--- src/rtl/sample_capture_if.sv ---
// Serial-link handshake between the capture block and the UART byte receiver/transmitter.
// master = serial side, slave = capture block.
interface sample_capture_if;
  logic [7:0] rx_data;
  logic       new_rx_data;
  logic [7:0] tx_data;
  logic       new_tx_data;
  logic       tx_busy;

  modport master (
    output rx_data, new_rx_data, tx_busy,
    input  tx_data, new_tx_data
  );

  modport slave (
    input  rx_data, new_rx_data, tx_busy,
    output tx_data, new_tx_data
  );
endinterface

--- src/rtl/sample_capture.sv ---
// Logic-analyzer style capture: 'r'+byte sets the sample divider, 'c' fills the buffer
// from synchronized probe pins, then the whole buffer is streamed out over the serial link.
//
// state     | meaning
// IDLE      | waiting for a command byte
// GET_RATE  | next received byte becomes the divider
// CAPTURE   | sampling pins into the buffer every DIV+1 clocks
// DUMP_READ | synchronous read of mem[addr] into tx_data
// DUMP_SEND | wait for transmitter idle, strobe one byte
// DUMP_GAP  | one spare cycle so tx_busy can rise
module sample_capture #(
  parameter int         DEPTH_LOG2  = 8,
  parameter logic [7:0] DEFAULT_DIV = 8'd0
) (
  input  logic           clk,
  input  logic           rst,
  input  logic [7:0]     pins,
  output logic           busy,
  sample_capture_if.slave ser
);

  localparam int DEPTH = 1 << DEPTH_LOG2;
  localparam logic [DEPTH_LOG2-1:0] ADDR_LAST = '1;
  localparam logic [7:0] CMD_RATE    = 8'h72;
  localparam logic [7:0] CMD_CAPTURE = 8'h63;

  typedef enum logic [2:0] {
    IDLE      = 3'd0,
    GET_RATE  = 3'd1,
    CAPTURE   = 3'd2,
    DUMP_READ = 3'd3,
    DUMP_SEND = 3'd4,
    DUMP_GAP  = 3'd5
  } state_t;

  state_t                state;
  logic [DEPTH_LOG2-1:0] addr;
  logic [7:0]            div;
  logic [7:0]            div_cnt;
  logic [7:0]            pins_s1;
  logic [7:0]            pins_s2;
  logic [7:0]            tx_data_q;
  logic                  mem_we;

  logic [7:0] mem [DEPTH];

  assign mem_we = (state == CAPTURE) && (div_cnt == 8'd0);

  // Buffer is deliberately left out of reset so it maps onto block RAM.
  always_ff @(posedge clk) begin
    if (mem_we) mem[addr] <= pins_s2;
  end

  always_ff @(posedge clk or negedge rst) begin
    if (!rst) begin
      state     <= IDLE;
      addr      <= '0;
      div       <= DEFAULT_DIV;
      div_cnt   <= 8'd0;
      pins_s1   <= 8'd0;
      pins_s2   <= 8'd0;
      tx_data_q <= 8'd0;
    end else begin
      pins_s1 <= pins;
      pins_s2 <= pins_s1;
      case (state)
        IDLE: begin
          if (ser.new_rx_data) begin
            if (ser.rx_data == CMD_RATE) begin
              state <= GET_RATE;
            end else if (ser.rx_data == CMD_CAPTURE) begin
              state   <= CAPTURE;
              addr    <= '0;
              div_cnt <= 8'd0;
            end
          end
        end
        GET_RATE: begin
          if (ser.new_rx_data) begin
            div   <= ser.rx_data;
            state <= IDLE;
          end
        end
        CAPTURE: begin
          div_cnt <= (div_cnt == div) ? 8'd0 : div_cnt + 8'd1;
          if (div_cnt == 8'd0) begin
            addr <= addr + 1'b1;
            // Last slot written: addr wraps to 0, ready for the dump.
            if (addr == ADDR_LAST) state <= DUMP_READ;
          end
        end
        DUMP_READ: begin
          tx_data_q <= mem[addr];
          state     <= DUMP_SEND;
        end
        DUMP_SEND: begin
          if (!ser.tx_busy) begin
            addr  <= addr + 1'b1;
            state <= DUMP_GAP;
          end
        end
        DUMP_GAP: begin
          state <= (addr == '0) ? IDLE : DUMP_READ;
        end
        default: state <= IDLE;
      endcase
    end
  end

  // Strobe follows tx_busy directly so a byte is never offered to a busy transmitter.
  assign ser.new_tx_data = (state == DUMP_SEND) && !ser.tx_busy;
  assign ser.tx_data     = tx_data_q;
  assign busy            = (state != IDLE) && (state != GET_RATE);

endmodule

--- src/flat_wrapper.sv ---
// flat-port wrapper written by rule: the top's interface ports become plain ports
module sample_capture_flat 
#(
  parameter int         DEPTH_LOG2  = 8,
  parameter logic [7:0] DEFAULT_DIV = 8'd0
)
  (clk, rst, pins, busy, ser_rx_data, ser_new_rx_data, ser_tx_busy, ser_tx_data, ser_new_tx_data);
  sample_capture_if ser_i ();
  input  logic clk;
  input  logic rst;
  input  logic [7:0] pins;
  output logic busy;
  input wire logic [$bits(ser_i.rx_data)-1:0] ser_rx_data;
  input wire logic [$bits(ser_i.new_rx_data)-1:0] ser_new_rx_data;
  input wire logic [$bits(ser_i.tx_busy)-1:0] ser_tx_busy;
  output wire logic [$bits(ser_i.tx_data)-1:0] ser_tx_data;
  output wire logic [$bits(ser_i.new_tx_data)-1:0] ser_new_tx_data;
  assign ser_i.rx_data = ser_rx_data;
  assign ser_i.new_rx_data = ser_new_rx_data;
  assign ser_i.tx_busy = ser_tx_busy;
  assign ser_tx_data = ser_i.tx_data;
  assign ser_new_tx_data = ser_i.new_tx_data;
  sample_capture #(.DEPTH_LOG2(DEPTH_LOG2), .DEFAULT_DIV(DEFAULT_DIV)) u_core (.clk(clk), .rst(rst), .pins(pins), .busy(busy), .ser(ser_i));
endmodule
--- config.mk ---
export PLATFORM = sky130hd
export DESIGN_NAME = sample_capture_flat
export DESIGN_NICKNAME = d
export VERILOG_FILES = /design/src/rtl/sample_capture_if.sv /design/src/rtl/sample_capture.sv /design/src/flat_wrapper.sv
export SDC_FILE = /design/constraint.sdc
export NUM_CORES = 2
export LEC_CHECK = 0
export CORE_MARGIN = 3
export CORE_UTILIZATION = 42
export CTS_CLUSTER_DIAMETER = 150
export DETAILED_ROUTE_END_ITERATION = 16
export GPL_ROUTABILITY_DRIVEN = 0
export PLACE_DENSITY = 0.54
export SYNTH_ARGS = -nofsm -noshare
export SYNTH_HDL_FRONTEND = slang
export SYNTH_SLANG_ARGS = --single-unit
export TNS_END_PERCENT = 5
--- constraint.sdc ---
create_clock -name clk -period 10.4 [get_ports clk]
set_input_delay 2.08 -clock clk [delete_from_list [all_inputs] [get_ports clk]]
set_output_delay 2.08 -clock clk [all_outputs]
set_load 0.1 [all_outputs]
# [Word level (Yosys, flattened, before mapping)]
# Memory sizes are Yosys's and may differ from the RTL's. A register that Yosys moved wholly into a read port is not among the register bits.
# Index checks and enable logic that the tools add are counted.
[totals] regBits=43 latchBits=0 mem_bits_rw=2048 mem_bits_ro=0 in_bits=20 out_inout_bits=10 elab_cells=61 memories=1
[classes] n_addsub=2 mul=0 div_mod_pow=0 magnitude_cmp=0 n_eq_ne=18 n_shift=0 mux=19 n_bitwise=0 n_reduce_logical=15
[mem_list] memory="u_core.mem" depth=256 width=8 rd=1 rd_ports_with_merged_regs=1 write_ports=1 line="sample_capture.sv:45" text="logic [7:0] mem [DEPTH];"
[op_table] op="$mux W8" n=6
[op_table] op="$pmux W8 S3" n=1
[op_table] op="$mux W3" n=7
[op_table] op="$pmux W3 S6" n=1
[op_table] op="$add A8 B1 Y8 const B" n=2
[op_table] op="$eq A8 B7 Y1 const B" n=2
[op_table] op="$logic_not A8 Y1" n=2
[op_table] op="$pmux W8 S2" n=1
[op_table] op="$ne A2 B2 Y1 const B" n=6
[op_table] op="$reduce_and A6 Y1" n=2
[op_table] op="$eq A8 B8 Y1" n=1
[op_table] op="$eq A8 B8 Y1 const B" n=1
[op_table] op="$eq A3 B2 Y1 const B" n=2
[op_table] op="$eq A3 B3 Y1 const B" n=2
[op_table] op="$ne A3 B1 Y1 const B" n=2
[op_table] op="$reduce_bool A3 Y1" n=2
[op_table] op="$reduce_and A4 Y1" n=1
[op_table] op="$eq A3 B1 Y1 const B" n=1
[op_table] op="$logic_and A1 B1 Y1" n=3
[op_table] op="$logic_not A3 Y1" n=1
[op_table] op="$logic_not A1 Y1" n=2
[op_table] op="$mux W1" n=2
[op_table] op="$mux W2" n=1
[op_table] op="$ne A2 B1 Y1 const B" n=1
[op_table] op="2 further kinds" n=2

# [Logic depth before layout (Yosys ltp)]
[logic_depth] ltp_word=5 ltp_mapped=13 depth_no_buf=9

# [Least setup slack after synthesis]
# No wires, ideal clock.
[synth_path] path_type="in2out" from="input ser_tx_busy" to="output ser_new_tx_data" arrival_time_ps=3000 t_required_ps=8320 path_slack_ps=5320 stages=2 n_path_buf=0 cell_sequence="nor2b_1 -> and2_1"
[synth_via] elab_chain_cells=2
[synth_lines] element="start: declaration" line="flat_wrapper.sv:15" text="input wire logic [$bits(ser_i.tx_busy)-1:0] ser_tx_busy;"
[synth_lines] element="$logic_not A1 Y1"
[synth_lines] element="$logic_and A1 B1 Y1" line="sample_capture.sv:111" text="assign ser.new_tx_data = (state == DUMP_SEND) && !ser.tx_busy;"
[synth_lines] element="end: declaration" line="flat_wrapper.sv:17" text="output wire logic [$bits(ser_i.new_tx_data)-1:0] ser_new_tx_data;"
# Every way passes these cells.

# [Worst setup path in the final report]
# Ends and elaborated chain as after synthesis.

==> summary.md <==
| Metric | Value |
|---|---|
| CTS Sinks | `between 2000 and 2500` |
| Yosys Warn Count | `0` |
| Worst-margin pin slew | `around 1100 ps` |
| Max frequency | `165 MHz` |
| Sequential cell area | `between 60000 and 70000 um^2` |
| Post-synth EDFFs | `2048` |
| Vias | `between 30000 and 40000` |
| Drt total wl | `between 200 and 250 mm` |
| Max Slew Vio Count | `0` |
| Total CTS buffers | `212` |
| Met1 WL | `between 90 and 100 mm` |
| Max Clock Skew | `26.6 ps` |
| Metal2 WL | `roughly 100 mm` |
| Flops & latches, synth | `~2100` |
| Mean Syn Cell Area | `between 20 and 25 um^2` |
| Nets | `roughly 4000` |
| Worst EP arrival | `approximately 4000 ps` |
| CP Class | `in -> out` |
| Crit path buf inv count | `2` |
| DRC viols | `0` |
| Worst hold start | `u_core.pins_s1[7]` |
| Status | `complete, no violations` |
| Site Rows | `between 150 and 200` |
| Dominant synthesized flop cell | `edfxtp_1` |
| Syn nets | `3926` |
| Hold slack | `approximately 350 ps` |
| Resized Gates After CTS | `0` |
| Max-cap viol count | `0` |
| Worst path max stage delay | `1130 ps` |
| DRT Pass-1 Iters | `7` |
| Die W | `between 400 and 500 um` |
| Antenna Violating Nets Remaining | `0` |
| CP Launch Point | `ser_tx_busy` |
| Crit. End Element | `output pin` |
| Total Routing Usage GR | `0.217` |
| Fin crit share | `0.582` |
| Initial Util | `0.423` |
| Clk Latency, worst-skew pair | `about 860 ps` |
| Total global routing overflow | `0` |
| Worst-path clk slew | `around 60 ps` |
| Min cycle time layout | `between 6000 and 7000 ps` |
| Fin worst setup slack | `~4400 ps` |
| # setup viols final | `0` |
| DP Worst Slack | `roughly 4300 ps` |
| Root Driver | `clkbuf_16` |
| Initial antenna violation count | `12` |
| Port buffer count | `29` |
| Top sig layer | `met4` |
| Die Y | `about 450 um` |
| P&R area growth vs syn | `11.8%` |
| CTS Buffer Depth | `3` |
| Fin util | `0.473` |
| Total design power | `roughly 22 mW` |
| Hpwl dp | `128 mm` |
| RSZ-0062 raised after global routing | `no` |
| Io pins | `30` |
| Startpoint Class | `input port` |
| Hold WC Path Type | `reg -> reg` |
| Ys async rst share | `0.0243` |
| Largest net degree at the start of global routing | `between 150 and 200` |
| Initial drt markers | `~4400` |
| CP Max Fanout | `3` |
| Synth unique cells | `67` |
| CP top delay family | `buffers and inverters` |
| Vias in the first global route | `40102` |
| Post-CTS Setup Repair Bufs | `0` |
| Crit path top cell by count | `clkdlybuf4s50_1` |
| Core outline area | `between 150000 and 200000 um^2` |
| Slew margin rel. | `0.263` |
| Vias/cell | `just under 6` |
| Slowest-stage cell, CP | `clkdlybuf4s50_1` |
| # hold bufs at CTS | `0` |
| Power density cells | `around 250 nW/um^2` |
| Routed wl met3 | `between 10 and 15 mm` |
| Drt wl/cell | `~32 um` |
| CP Cell Sequence | `clkdlybuf4s50_1, nor2b_1, and2_1, clkdlybuf4s50_1` |
| CTS tree | `yes` |
| Final hold vios | `0` |
| Die Area | `around 200000 um^2` |
| Synthesized instance count | `between 3000 and 4000` |
| P_leak | `roughly 27 nW` |
| Area taken by multi-input logic gates | `17700 um^2` |
| Worst path required time | `roughly 8300 ps` |
| # fillers | `roughly 16000` |
| Sequential share of the synthesized area | `0.768` |
| Synthesized cell area | `a little over 80000 um^2` |
| Setup TNS | `0 ps` |
| Worst reg2reg path startpoint | `u_core.addr[1]` |
| Peak supply drop | `0.000229 V` |
| Layout cell share with drive strength beyond 1 | `0.216` |
| Global-route wire length before repair | `307 mm` |
| H-tree depth | `4` |
## stage by stage
step                cell area, um^2  std cells
floorplan                     81700       3900
global placement              84700       6301
detailed placement            84700       6301
CTS                           91300       6696
global route                  91300       6697
finish                        91300       6699
## cells in the final DEF, fill, tap and decap left out, types with 12 or more instances in the layout
master              n
edfxtp_1         2048
mux4_2            465
nor2_1            324
clkbuf_16         213
mux2i_1           153
o22ai_1            95
buf_4              75
nand2_1            69
clkinv_1           59
clkbuf_1           56
a22oi_1            49
o21ai_0            42
dfrtp_1            37
nand3_1            30
clkinv_2           29
clkdlybuf4s50_1    28
a21oi_1            22
nor4_1             21
mux2_2             19
nand2b_1           18
o221ai_1           17
mux4_1             15
and3_1             14
dfrtp_4            12
## layout make-up
| cell class | instances | share of cell area |
|---|---|---|
| Multi-Input combinational cell | 1554 | 0.194 |
| Inverter | 12 | 0.000493 |
| Clock inverter | 125 | 0.0112 |
| Clock buffer | 270 | 0.0608 |
| Sequential cell | 2099 | 0.688 |
| Tap cell | 2526 | 0.0346 |
| Antenna cell | 3 | 0.0000822 |
| Timing Repair Buffer | 110 | 0.0106 |
## Yosys cell counts, types with 42 or more instances
library cell	n	area [um^2]
clkbuf_1	95	357
o22ai_1	95	594
o21ai_0	42	210
a22oi_1	49	368
buf_4	48	360
nand3_1	47	235
mux4_2	465	10500
nor2_1	327	1230
nand2_1	69	259
dfrtp_1	51	1280
buf_2	64	320
edfxtp_1	2048	61500
mux2i_1	153	1530
## worst paths after layout
| check | endpoint | slack, ps | cells after the start |
|---|---|---|---|
| min in group asynchronous | u_core.pins_s1[0] | 1400 | 2 |
| hold reg to reg | u_core.pins_s2[7] | 350 | 0 |
| setup reg to reg | u_core.ser.tx_data[2] | 5420 | 10 |
| max in group asynchronous | u_core.addr[0] | 8330 | 2 |
| hold / removal | u_core.pins_s2[7] | 350 | 0 |
| setup / recovery | ser_new_tx_data | 4350 | 4 |
## report_power, final
group	leakage, nW	internal (mW)	total [mW]	switching (mW)
sequential	19.0	9.37	9.62	0.251
combinational	5.03	2.11	5.53	3.42
clock	3.18	4.06	7.30	3.25
total	27.2	15.5	22.5	6.92
## cell families after synthesis
family / Yosys count / synth area share
xor gates and xnor gates: 11 / 0.00118
muxes: 652 / 0.154
DFF: 2099 / 0.768
and+or+nand+nor: 564 / 0.0309
adders and majority gates: 6 / 0.000919
AOI/OAI and AO/OA: 321 / 0.0274
buffers and inverters: 247 / 0.0168
## routing by layer
layer,GRT usage,up-vias
met5,0,-
met2,0.340,1591
met1,0.314,21496
met4,0.0654,0
li1,-,16430
met3,0.0370,295
## sequential cells by signal, summed over array words and instances (netlist names)
| name | cells |
|---|---|
| u_core.pins_s1 | 8 |
| u_core.div | 8 |
| u_core.ser.tx_data | 8 |
| u_core.addr | 8 |
| u_core.pins_s2 | 8 |
| u_core.div_cnt | 8 |
| u_core.mem | 2048 |
| u_core.state | 3 |
(Power assumes the default switching activity.)
